`src/rtl/jump_sequencer.sv`:
```
`default_nettype none
// ============================================================================
// jump_sequencer: keyboard jump-command queue and vblank-paced game-step FSM
// Rev 1.0
// ============================================================================
module jump_sequencer #(
    parameter int MAP_TIMEOUT_CYCLES = 40000
) (
    input  logic       clk,
    input  logic       rst,
    input  logic       module_en,
    input  logic [1:0] key,
    input  logic       vblnk,
    input  logic       character_landed,
    input  logic       jump_fail,
    input  logic       map_ready,
    output logic       jump_left,
    output logic       jump_right,
    output logic       layer_generate,
    output logic       busy,
    output logic [1:0] queue_count,
    output logic       map_timeout
);

    localparam logic [15:0] c_TIMEOUT_LAST = 16'(MAP_TIMEOUT_CYCLES - 1);

    typedef enum logic [2:0] {
        ST_IDLE      = 3'd0,
        ST_WAIT_VBL  = 3'd1,
        ST_JUMP      = 3'd2,
        ST_WAIT_LAND = 3'd3,
        ST_GEN       = 3'd4,
        ST_WAIT_MAP  = 3'd5,
        ST_FAIL      = 3'd6
    } state_t;

    state_t      state_q, state_d;
    logic [1:0]  key_q, key_prev_q;
    logic        vbl_q, vbl_prev_q;
    logic [1:0]  fifo_q, fifo_d;      // bit 0 is the head; 1 = right
    logic [1:0]  count_q, count_d;
    logic [15:0] tmo_cnt_q, tmo_cnt_d;
    logic        map_timeout_q, map_timeout_d;

    logic        cmd_push;
    logic        cmd_pop;
    logic        flush;
    logic        vbl_rise;
    logic [1:0]  fifo_shift;
    logic [1:0]  count_shift;

    always_ff @(posedge clk or negedge rst) begin
        if (!rst) begin
            state_q       <= ST_IDLE;
            key_q         <= 2'b00;
            key_prev_q    <= 2'b00;
            vbl_q         <= 1'b0;
            vbl_prev_q    <= 1'b0;
            fifo_q        <= 2'b00;
            count_q       <= 2'd0;
            tmo_cnt_q     <= 16'd0;
            map_timeout_q <= 1'b0;
        end else begin
            state_q       <= state_d;
            key_q         <= key;
            key_prev_q    <= key_q;
            vbl_q         <= vblnk;
            vbl_prev_q    <= vbl_q;
            fifo_q        <= fifo_d;
            count_q       <= count_d;
            tmo_cnt_q     <= tmo_cnt_d;
            map_timeout_q <= map_timeout_d;
        end
    end

    // A held key keeps the same registered code, so only a change is a command
    always_comb begin
        cmd_push = module_en && (state_q != ST_FAIL)
                   && ((key_q == 2'b01) || (key_q == 2'b10))
                   && (key_q != key_prev_q);
        cmd_pop  = module_en && (state_q == ST_JUMP) && (count_q != 2'd0);
        flush    = !module_en || (state_q == ST_FAIL);
        vbl_rise = vbl_q && !vbl_prev_q;
    end

    // Pop first, then append; this lets a push into a full queue land when a
    // pop frees the slot in the same cycle.
    always_comb begin
        fifo_shift  = cmd_pop ? {1'b0, fifo_q[1]} : fifo_q;
        count_shift = count_q - {1'b0, cmd_pop};
        fifo_d      = fifo_shift;
        count_d     = count_shift;
        if (flush) begin
            count_d = 2'd0;
        end else if (cmd_push && (count_shift != 2'd2)) begin
            fifo_d[count_shift[0]] = key_q[1];
            count_d                = count_shift + 2'd1;
        end
    end

    always_comb begin
        state_d        = state_q;
        tmo_cnt_d      = tmo_cnt_q;
        map_timeout_d  = map_timeout_q;
        jump_left      = 1'b0;
        jump_right     = 1'b0;
        layer_generate = 1'b0;
        if (!module_en) begin
            state_d = ST_IDLE;
        end else begin
            unique case (state_q)
                ST_IDLE: begin
                    if (count_q != 2'd0) state_d = ST_WAIT_VBL;
                end
                ST_WAIT_VBL: begin
                    if (vbl_rise) state_d = ST_JUMP;
                end
                ST_JUMP: begin
                    jump_left  = (count_q != 2'd0) && !fifo_q[0];
                    jump_right = (count_q != 2'd0) &&  fifo_q[0];
                    state_d    = ST_WAIT_LAND;
                end
                ST_WAIT_LAND: begin
                    if (character_landed) state_d = jump_fail ? ST_FAIL : ST_GEN;
                end
                ST_GEN: begin
                    layer_generate = 1'b1;
                    tmo_cnt_d      = 16'd0;
                    state_d        = ST_WAIT_MAP;
                end
                ST_WAIT_MAP: begin
                    // ready wins over a coincident timeout
                    if (map_ready) begin
                        state_d = ST_IDLE;
                    end else if (tmo_cnt_q == c_TIMEOUT_LAST) begin
                        map_timeout_d = 1'b1;
                        state_d       = ST_IDLE;
                    end else begin
                        tmo_cnt_d = tmo_cnt_q + 16'd1;
                    end
                end
                ST_FAIL: begin
                    state_d = ST_FAIL;
                end
                default: begin
                    state_d = ST_IDLE;
                end
            endcase
        end
    end

    assign busy        = (state_q != ST_IDLE);
    assign queue_count = count_q;
    assign map_timeout = map_timeout_q;

endmodule
`default_nettype wire
```
`config.mk`:
```
export PLATFORM = sky130hd
export DESIGN_NAME = jump_sequencer
export DESIGN_NICKNAME = d
export VERILOG_FILES = /design/src/rtl/jump_sequencer.sv
export SDC_FILE = /design/constraint.sdc
export NUM_CORES = 1
export LEC_CHECK = 0
export BUFFER_PORTS_ARGS = -buffer_cell sky130_fd_sc_hd__buf_2
export CORE_UTILIZATION = 30
export CTS_CLUSTER_SIZE = 25
export DETAILED_ROUTE_END_ITERATION = 12
export HOLD_SLACK_MARGIN = 0.1
export PLACE_DENSITY_LB_ADDON = 0.2
export SYNTH_ARGS = -nofsm -noshare
export SYNTH_HDL_FRONTEND = slang
export SYNTH_SLANG_ARGS = --single-unit
```
`constraint.sdc`:
```
create_clock -name clk -period 2.4 [get_ports clk]
set_clock_uncertainty 0.05 [all_clocks]
set_input_delay 0.24 -clock clk [delete_from_list [all_inputs] [get_ports clk]]
set_output_delay 0.24 -clock clk [all_outputs]
set_load 0.01 [all_outputs]
```
# Word-level counts from Yosys, hierarchy flattened
# Index checks and enable logic that the tools add are counted.
# word_totals
in_bits,9
reg_bits,30
wordCells,80
# classes
mux,25
reduce_logical,22
bitwise,1
add_sub_neg,3
n_eq_ne,18
order_cmp,2
# op_table
cell,n
16-bit 2-to-1 mux,2
16-bit case mux with 2 select lines,1
3-bit case mux with 7 select lines,1
3-bit 2-to-1 mux,6
16-bit by 1-bit adder with 16-bit output (second input constant),1
16-bit == test (second input constant),1
2-bit 2-to-1 mux,6
3-bit inequality test (second input constant),4
4-bit AND reduction,3
1-bit logical AND,10
3-bit == test (second input constant),3
1-bit 2-to-1 mux,7
3-bit by 2-bit == test with 1-bit output (second input constant),2
2-bit inequality test (second input constant),3
4-bit inequality test (second input constant),1
2-bit nonzero test,2
3-bit by 1-bit == test with 1-bit output (second input constant),1
1-bit logical NOT,3
3-bit logical NOT,1
3-bit nonzero test,1
2-bit by 1-bit adder with 2-bit output (second input constant),1
2-bit bitwise mux,1
2-bit by 1-bit == test with 1-bit output (second input constant),1
2-bit == test (second input constant),1
7 further kinds,8

# Longest topological paths before layout
# Gate-level depths: netlist (run 1).
# depth
depth_word,11
mapped_depth,6
mapped_depth_nobuf,5

# Worst setup path after synthesis (run 1)
# Ideal clock, no wire load.
# synth_timing
kind,reg2reg
start,reg tmo_cnt_q[0]
end,reg tmo_cnt_q[6]
n_path_buf,1
stages_incl_launch_ff,7
t_required_ps,2273
setup_time_ps,77
path_slack_ps,720
period_less_slack_ps,1680
arrival_time_ps,1553
path_cell_list,dfrtp_1 ha_1 and3_1 and4_4 buf_6 or3_1 a21oi_1
# synth_via
elab_chain_cells,4
elab_cells_between_ends,7
# synth_lines
element,line_no,source
"start, declared",42,"logic [15:0] tmo_cnt_q, tmo_cnt_d;"
"start signal, assigned",71,tmo_cnt_q <= tmo_cnt_d;
16-bit by 1-bit adder with 16-bit output,139,tmo_cnt_d = tmo_cnt_q + 16'd1;
16-bit 2-to-1 mux,135,end else if (tmo_cnt_q == c_TIMEOUT_LAST) begin
16-bit 2-to-1 mux,133,if (map_ready) begin
16-bit case mux with 2 select lines,111,unique case (state_q)
# Several ways; a longest one is shown, not always the timed one. The select of a mux whose other input is x is not followed.
# A chain may end at the register's enable or synchronous reset.

# Worst setup path after layout (run 1)
# layout_timing
start,reg state_q[1]
end,out layer_generate
# layout_via
elab_chain_cells,3
# layout_lines
element,line_no,source
"start, declared",37,"state_t state_q, state_d;"
"start signal, assigned",64,state_q <= state_d;
3-bit == test,111,
1-bit 2-to-1 mux,111,
1-bit 2-to-1 mux,108,if (!module_en) begin
"end, declared",19,"output logic layer_generate,"
# No other way between the ends.

==> impl_metrics.yaml, run 1 <==
status:
  run_status: "finished, final reports clean"
floorplanning:
  floorplan.initialDensity_pct: 31.6
  die_y_um: 75.8
  floorplan.core_area_um2: 5170
  die-area_um2: 5750
  die_w_um: 75.8
  num_io_pins: 16
  std_cell_rows: 26
finish:
  most_common_cell_after_layout_fill_and_taps_aside: "sky130_fd_sc_hd__dfrtp_1"
  areaGrowthSynthToFinish_pct: 16.0
  final_design_area_no_fill_um2: 1900
  layout_common_cells: "30 x sky130_fd_sc_hd__dfrtp_1, 15 x sky130_fd_sc_hd__buf_2, 14 x sky130_fd_sc_hd__a21oi_1"
  fillers: 530
  nets: 196
  insertedDiodeCount: 0
  fraction_of_final_layout_cells_sized_beyond_drive_strength_1_pct: 16.0
  postLayoutCoreUtil_pct: 36.6
critical_path:
  r2r_end: "tmo_cnt_q[12]"
  critPathRequiredTime_ns: 2.11
  worst_setup_path_start_kind: "flop"
  endpoint: "layer_generate"
  cp.arrival_ns: 1.82
  regToRegSetupSlack_ns: 0.40
  worstRegToRegCells: 4
  critical_path.startpoint: "state_q[1]"
  worst-setup-path-type: "reg -> out"
  worst-path-max-fanout: 15
  critical_path.cell_chain: "nor2_1 > nand3_1 > inv_1 > buf_2"
  critical_path.reg2reg.startpoint: "state_q[1]"
  max_stage_delay_ns: 0.50
  end_kind: "output pin"
  cp_slowest_cell: "sky130_fd_sc_hd__dfrtp_1"
logic_synthesis:
  synthesis.instances: 167
  yosysSeqAreaShare_pct: 45.9
  number_of_warning_messages_in_the_yosys_log: 0
  synth.net_count: 177
  dominantRegCellSynth: "sky130_fd_sc_hd__dfrtp_1"
  synth_area_um2: 1630
  avg_synthesized_cell_area_um2: 9.78
  postSynthRegisterBits: 30
  synth_cell_type_count: 45
  synth-edff-count: 0
  asyncSetResetFlopFracSynth_pct: 100
grt:
  first_global_vias: 1300
  grt_start_max_net_pins: 31
  grt_antenna_before_repair: 0
  grtUsageTotal_pct: 14.0
  first_pass_grt_wire_length_mm: 5.91
  overflow_left_after_global_routing: 0
clocking:
  clk_transition_reported_paths_ns: 0.06
  tritoncts_num_sinks: 30
  cts_tree: "done"
  post_cts.resized_instances: 0
  cts.path.max_buffers: 2
  ctsRootBufferMaster: "sky130_fd_sc_hd__clkbuf_8"
  ctsHtreeMaxLevel: 2
  numCtsBuffers: 5
  clk_latency_ns: 0.29
worst_hold_path:
  hold_path.class: "in -> reg"
  timing.hold.worst_path_depth: 3
timing:
  hold_viol_final: 0
  setup_repair_after_global_routing_missed_its_margin: "no"
  worst_slew_margin_rel_pct: 54.3
  slew_at_the_pin_closest_to_its_max_slew_limit_ns: 0.686
  maxClockFrequency_mhz: 473
  final_min_period_over_clock_period_pct: 88.1
  report.final.slew_viol_count: 0
  finalCriticalPeriod_ns: 2.11
  setup_tns_ns: 0
  hold-worst-slack_ns: 0.220
  final_setup_violation_count: 0
power:
  power_mw: 1.42
  clock_power_share_pct: 35.4
  power_frac_seq_pct: 44.8
  intPower_mw: 0.987
  power.switching_fraction_pct: 30.4
  p_switching_mw: 0.431
  p_leak_nw: 0.822
  power_density_nw_per_um2: 748
  comb_power_share_pct: 19.7
  vdd.ir_drop.worst_uv: 404
route:
  vias: 1364
  wl_per_cell_um: 13.4
  vias_per_cell: 5.31
  final_ant_viol_nets: 0
  detailedRoute.firstPassIterationCount: 4
  remaining_drc_errors: 0
  detail_route.wirelength_mm: 3.43
  drt_iter0_markers: 48
placement:
  postPlaceCellArea_um2: 1750
  place.gp.congestion: 0.825
  post-dp-hpwl_mm: 2.40
  port_buffers: 15
flow_run:
  drv_cap: 0
==> synth_stat cells (all sizes together) (4+ instances only) <==
master	count	area, um^2
a21oi	14	70.1
and3	4	25.0
and4	5	46.3
buf	7	50.1
dfrtp	30	751
inv	4	15.0
nand2	11	41.3
nand2b	6	37.5
nand3	6	30.0
nand4	7	43.8
nor2	10	37.5
nor2b	4	25.0
o21ai	11	55.1
or3	9	56.3
==> cells by family after synthesis <==
logic type | synth area share, %
buffers and inverters | 3.98
AOI/OAI and AO/OA | 16.6
DFF | 45.9
adders and majority gates | 0.766
muxes | 3.29
xor gates and xnor gates | 2.14
and+or+nand+nor | 27.3
==> power groups by stage <==
stage / combinational, mW / clock, mW / sequential, mW
finish: 0.280 / 0.502 / 0.636
global route: 0.317 / 0.536 / 0.648
CTS: 0.283 / 0.521 / 0.634
detailed placement: 0.277 / 0 / 0.644
global placement: 0.273 / 0 / 0.639
floorplan: 0.251 / 0 / 0.598
==> worst min path at each step <==
| stage | startpoint | slack (ns) | endpoint |
|---|---|---|---|
| 2_1_floorplan | rst | -0.11 | fifo_q[0] |
| 3_3_place_gp | rst | 0.28 | tmo_cnt_q[14] |
| 3_5_place_dp | rst | 0.28 | tmo_cnt_q[14] |
| 4_1_cts | jump_fail | 0.21 | state_q[1] |
| 5_1_grt | jump_fail | 0.24 | state_q[1] |
| 6_report | jump_fail | 0.22 | state_q[1] |
==> critical path: cells and delay by family, from the launching register on <==
kind / cells / cell delay, ns
flops: 1 / 0.50
simple gates: 2 / 0.38
buf+inv: 2 / 0.66
==> metal layers <==
| metal | track usage, % | part of all wire (%) |
|---|---|---|
| met1 | 17.6 | 46 |
| met3 | 3.17 | 3.3 |
| met5 | 0 | 0 |
| met4 | 8.85 | 2.7 |
| met2 | 21.6 | 48 |
==> sequential cells by signal, summed over array words and instances (netlist names) <==
register and cells:
tmo_cnt_q 16, state_q 3, fifo_q 2, key_prev_q 2, key_q 2, queue_count 2
map_timeout 1, vbl_prev_q 1, vbl_q 1
==> stage by stage <==
stage / setup slack [ns] / cells
global placement: 0.492 / 245
finish: 0.286 / 257
floorplan: 0.720 / 167
global route: 0.111 / 257
CTS: 0.240 / 257
detailed placement: 0.425 / 245
==> cell type report <==
class,count,area [um^2],share of cell area [%]
clock buffer,5,68.8,3.63
tap,70,87.6,4.62
clock inverter,3,40.0,2.11
inverter,4,15.0,0.792
multi-input combinational,126,818,43.2
timing repair buffer,19,115,6.07
sequential,30,751,39.6
==> what timing repair did <==
| item | 4_1_cts | 5_1_grt |
|---|---|---|
| endpoints found under the hold margin | 33 | 0 |
| hold buffers | 4 | 0 |
| setup buffers | 0 | 0 |
Note: power is estimated with default switching activity, not from simulation.
==> run 2, diff against run 1 <==
--- a/config.mk
+++ b/config.mk
@@ -6,11 +6,13 @@
 export NUM_CORES = 1
 export LEC_CHECK = 0
 export BUFFER_PORTS_ARGS = -buffer_cell sky130_fd_sc_hd__buf_2
+export CORE_ASPECT_RATIO = 0.8
 export CORE_UTILIZATION = 30
 export CTS_CLUSTER_SIZE = 25
 export DETAILED_ROUTE_END_ITERATION = 12
 export HOLD_SLACK_MARGIN = 0.1
 export PLACE_DENSITY_LB_ADDON = 0.2
+export RECOVER_POWER = 50
 export SYNTH_ARGS = -nofsm -noshare
 export SYNTH_HDL_FRONTEND = slang
 export SYNTH_SLANG_ARGS = --single-unit
==> run 2 against run 1 <==
The run now ends with DRC left. Final cell count is 3.1% lower. Die area hardly changed. Flip-flop and latch count stayed put. Register-to-register slack hardly changed. Critical path depth stayed put. Count of clock-buffer cells in the layout is 1 higher. Via count is 2.1% lower. Utilization is 0.80 points higher. Non-clock buffer count stayed put. Global-route usage is 0.27 points lower. Largest cell class unchanged. Largest power group unchanged.
==> impl_metrics.yaml, run 2 (synthesized netlist as in run 1, its figures left out) <==
status:
  run_status: "complete, but fails checks"
  violations: "DRC"
route:
  detailedRoute.firstPassIterationCount: 8
  wl_per_cell_um: 14.0
  drt_iter0_markers: 102
  vias_per_cell: 5.36
  detail_route.wirelength_mm: 3.47
  remaining_drc_errors: 2
  vias: 1335
  final_ant_viol_nets: 0
floorplanning:
  die_w_um: 84.5
  floorplan.initialDensity_pct: 31.9
  num_io_pins: 16
  floorplan.core_area_um2: 5120
  std_cell_rows: 23
  die_y_um: 68.0
  die-area_um2: 5750
clocking:
  numCtsBuffers: 5
  cts_tree: "done"
  cts.path.max_buffers: 2
  ctsRootBufferMaster: "sky130_fd_sc_hd__clkbuf_8"
  post-cts-setup-buffer-count: 0
  clk_latency_ns: 0.28
  ctsHtreeMaxLevel: 2
  clk_transition_reported_paths_ns: 0.07
  holdBufCountCts: 4
  post_cts.resized_instances: 0
  tritoncts_num_sinks: 30
power:
  clock_power_share_pct: 40.9
  intPower_mw: 1.13
  power_frac_seq_pct: 41.1
  vdd.ir_drop.worst_uv: 431
  power.switching_fraction_pct: 27.4
  power_mw: 1.55
  p_leak_nw: 0.831
  power_density_nw_per_um2: 808
  p_switching_mw: 0.424
  comb_power_share_pct: 18.0
timing:
  setup_tns_ns: 0
  final.setup.worst_slack_ns: 0.308
  slew_at_the_pin_closest_to_its_max_slew_limit_ns: 0.702
  finalCriticalPeriod_ns: 2.09
  final_min_period_over_clock_period_pct: 87.2
  worst_slew_margin_rel_pct: 53.2
  hold-worst-slack_ns: 0.218
  report.final.slew_viol_count: 0
  maxClockFrequency_mhz: 478
  setup_repair_after_global_routing_missed_its_margin: "no"
  hold_viol_final: 0
  final_setup_violation_count: 0
critical_path:
  end_kind: "output pin"
  worst_setup_path_start_kind: "flop"
  critPathRequiredTime_ns: 2.11
  worst-setup-path-type: "reg -> out"
  worst-path-max-fanout: 15
  cp.arrival_ns: 1.80
finish:
  flip_flop_count_of_the_largest_register_all_copies_and_words_added: 16
  nets: 196
  largest_register: "tmo_cnt_q"
  largest_regs: "tmo_cnt_q x16, state_q x3"
  most_common_cell_after_layout_fill_and_taps_aside: "sky130_fd_sc_hd__dfrtp_1"
  fillers: 519
  insertedDiodeCount: 0
  layout_common_cells: "30 x sky130_fd_sc_hd__dfrtp_1, 14 x sky130_fd_sc_hd__a21oi_1, 14 x sky130_fd_sc_hd__buf_2"
  final_design_area_no_fill_um2: 1920
  fraction_of_final_layout_cells_sized_beyond_drive_strength_1_pct: 15.5
  areaGrowthSynthToFinish_pct: 17.4
grt:
  first_pass_grt_wire_length_mm: 6.18
  grt_start_max_net_pins: 31
  grt_antenna_before_repair: 0
  grtUsageTotal_pct: 13.7
  overflow_left_after_global_routing: 0
  first_global_vias: 1336
placement:
  pre_cts_ws_ns: 0.445
  place.gp.congestion: 0.764
  port_buffers: 15
  post-dp-hpwl_mm: 2.42
  postPlaceCellArea_um2: 1740
flow_run:
  drv_cap: 0
worst_hold_path:
  hold_path.class: "in -> reg"
[run 2: layer usage]
layer  track usage, %  up-vias  wire [um]
li1                 -      660          -
met1             17.4      657       1740
met2             23.1       16       1610
met3             4.10        2        104
met4             3.81        0         23
met5                0        -          0
[run 2: area by class of cell]
type,count,area (um^2),area share [%]
Clock buffer,6,82.6,4.31
Clock inverter,2,60.1,3.13
Inverter,4,15.0,0.783
Multi-Input combinational cell,126,818,42.7
Sequential cell,30,751,39.1
Tap cell,62,77.6,4.04
Timing Repair Buffer,19,114,5.94
[run 2: final timing paths]
check                            from             end  slack (ns)  cells past startpoint
max reg2reg                state_q[1]   tmo_cnt_q[12]        0.41                      4
min in group asynchronous         rst    tmo_cnt_q[0]        0.50                      2
min                         jump_fail      state_q[1]        0.22                      3
max                        state_q[1]  layer_generate        0.31                      4
min reg2reg                     vbl_q      vbl_prev_q        0.34                      0
max in group asynchronous         rst   key_prev_q[1]        1.33                      2
[run 2: through the flow]
stage	std cells	utilization [%]
2_1_floorplan	167	-
3_3_place_gp	237	33.9
3_5_place_dp	237	33.9
4_1_cts	249	37.5
5_1_grt	249	37.4
6_report	249	37.4
[run 2: critical path: stages, from the launching register on]
cell	delay, ns
sky130_fd_sc_hd__dfrtp_1	0.50
sky130_fd_sc_hd__nor2_1	0.17
sky130_fd_sc_hd__nand3_1	0.20
sky130_fd_sc_hd__inv_1	0.43
sky130_fd_sc_hd__buf_2	0.22
[run 2: power by group through the flow]
stage	sequential (mW)	combinational, mW	clock [mW]
detailed placement	0.646	0.279	0
global placement	0.640	0.272	0
CTS	0.637	0.285	0.656
global route	0.652	0.313	0.683
finish	0.637	0.280	0.633
floorplan	0.598	0.251	0
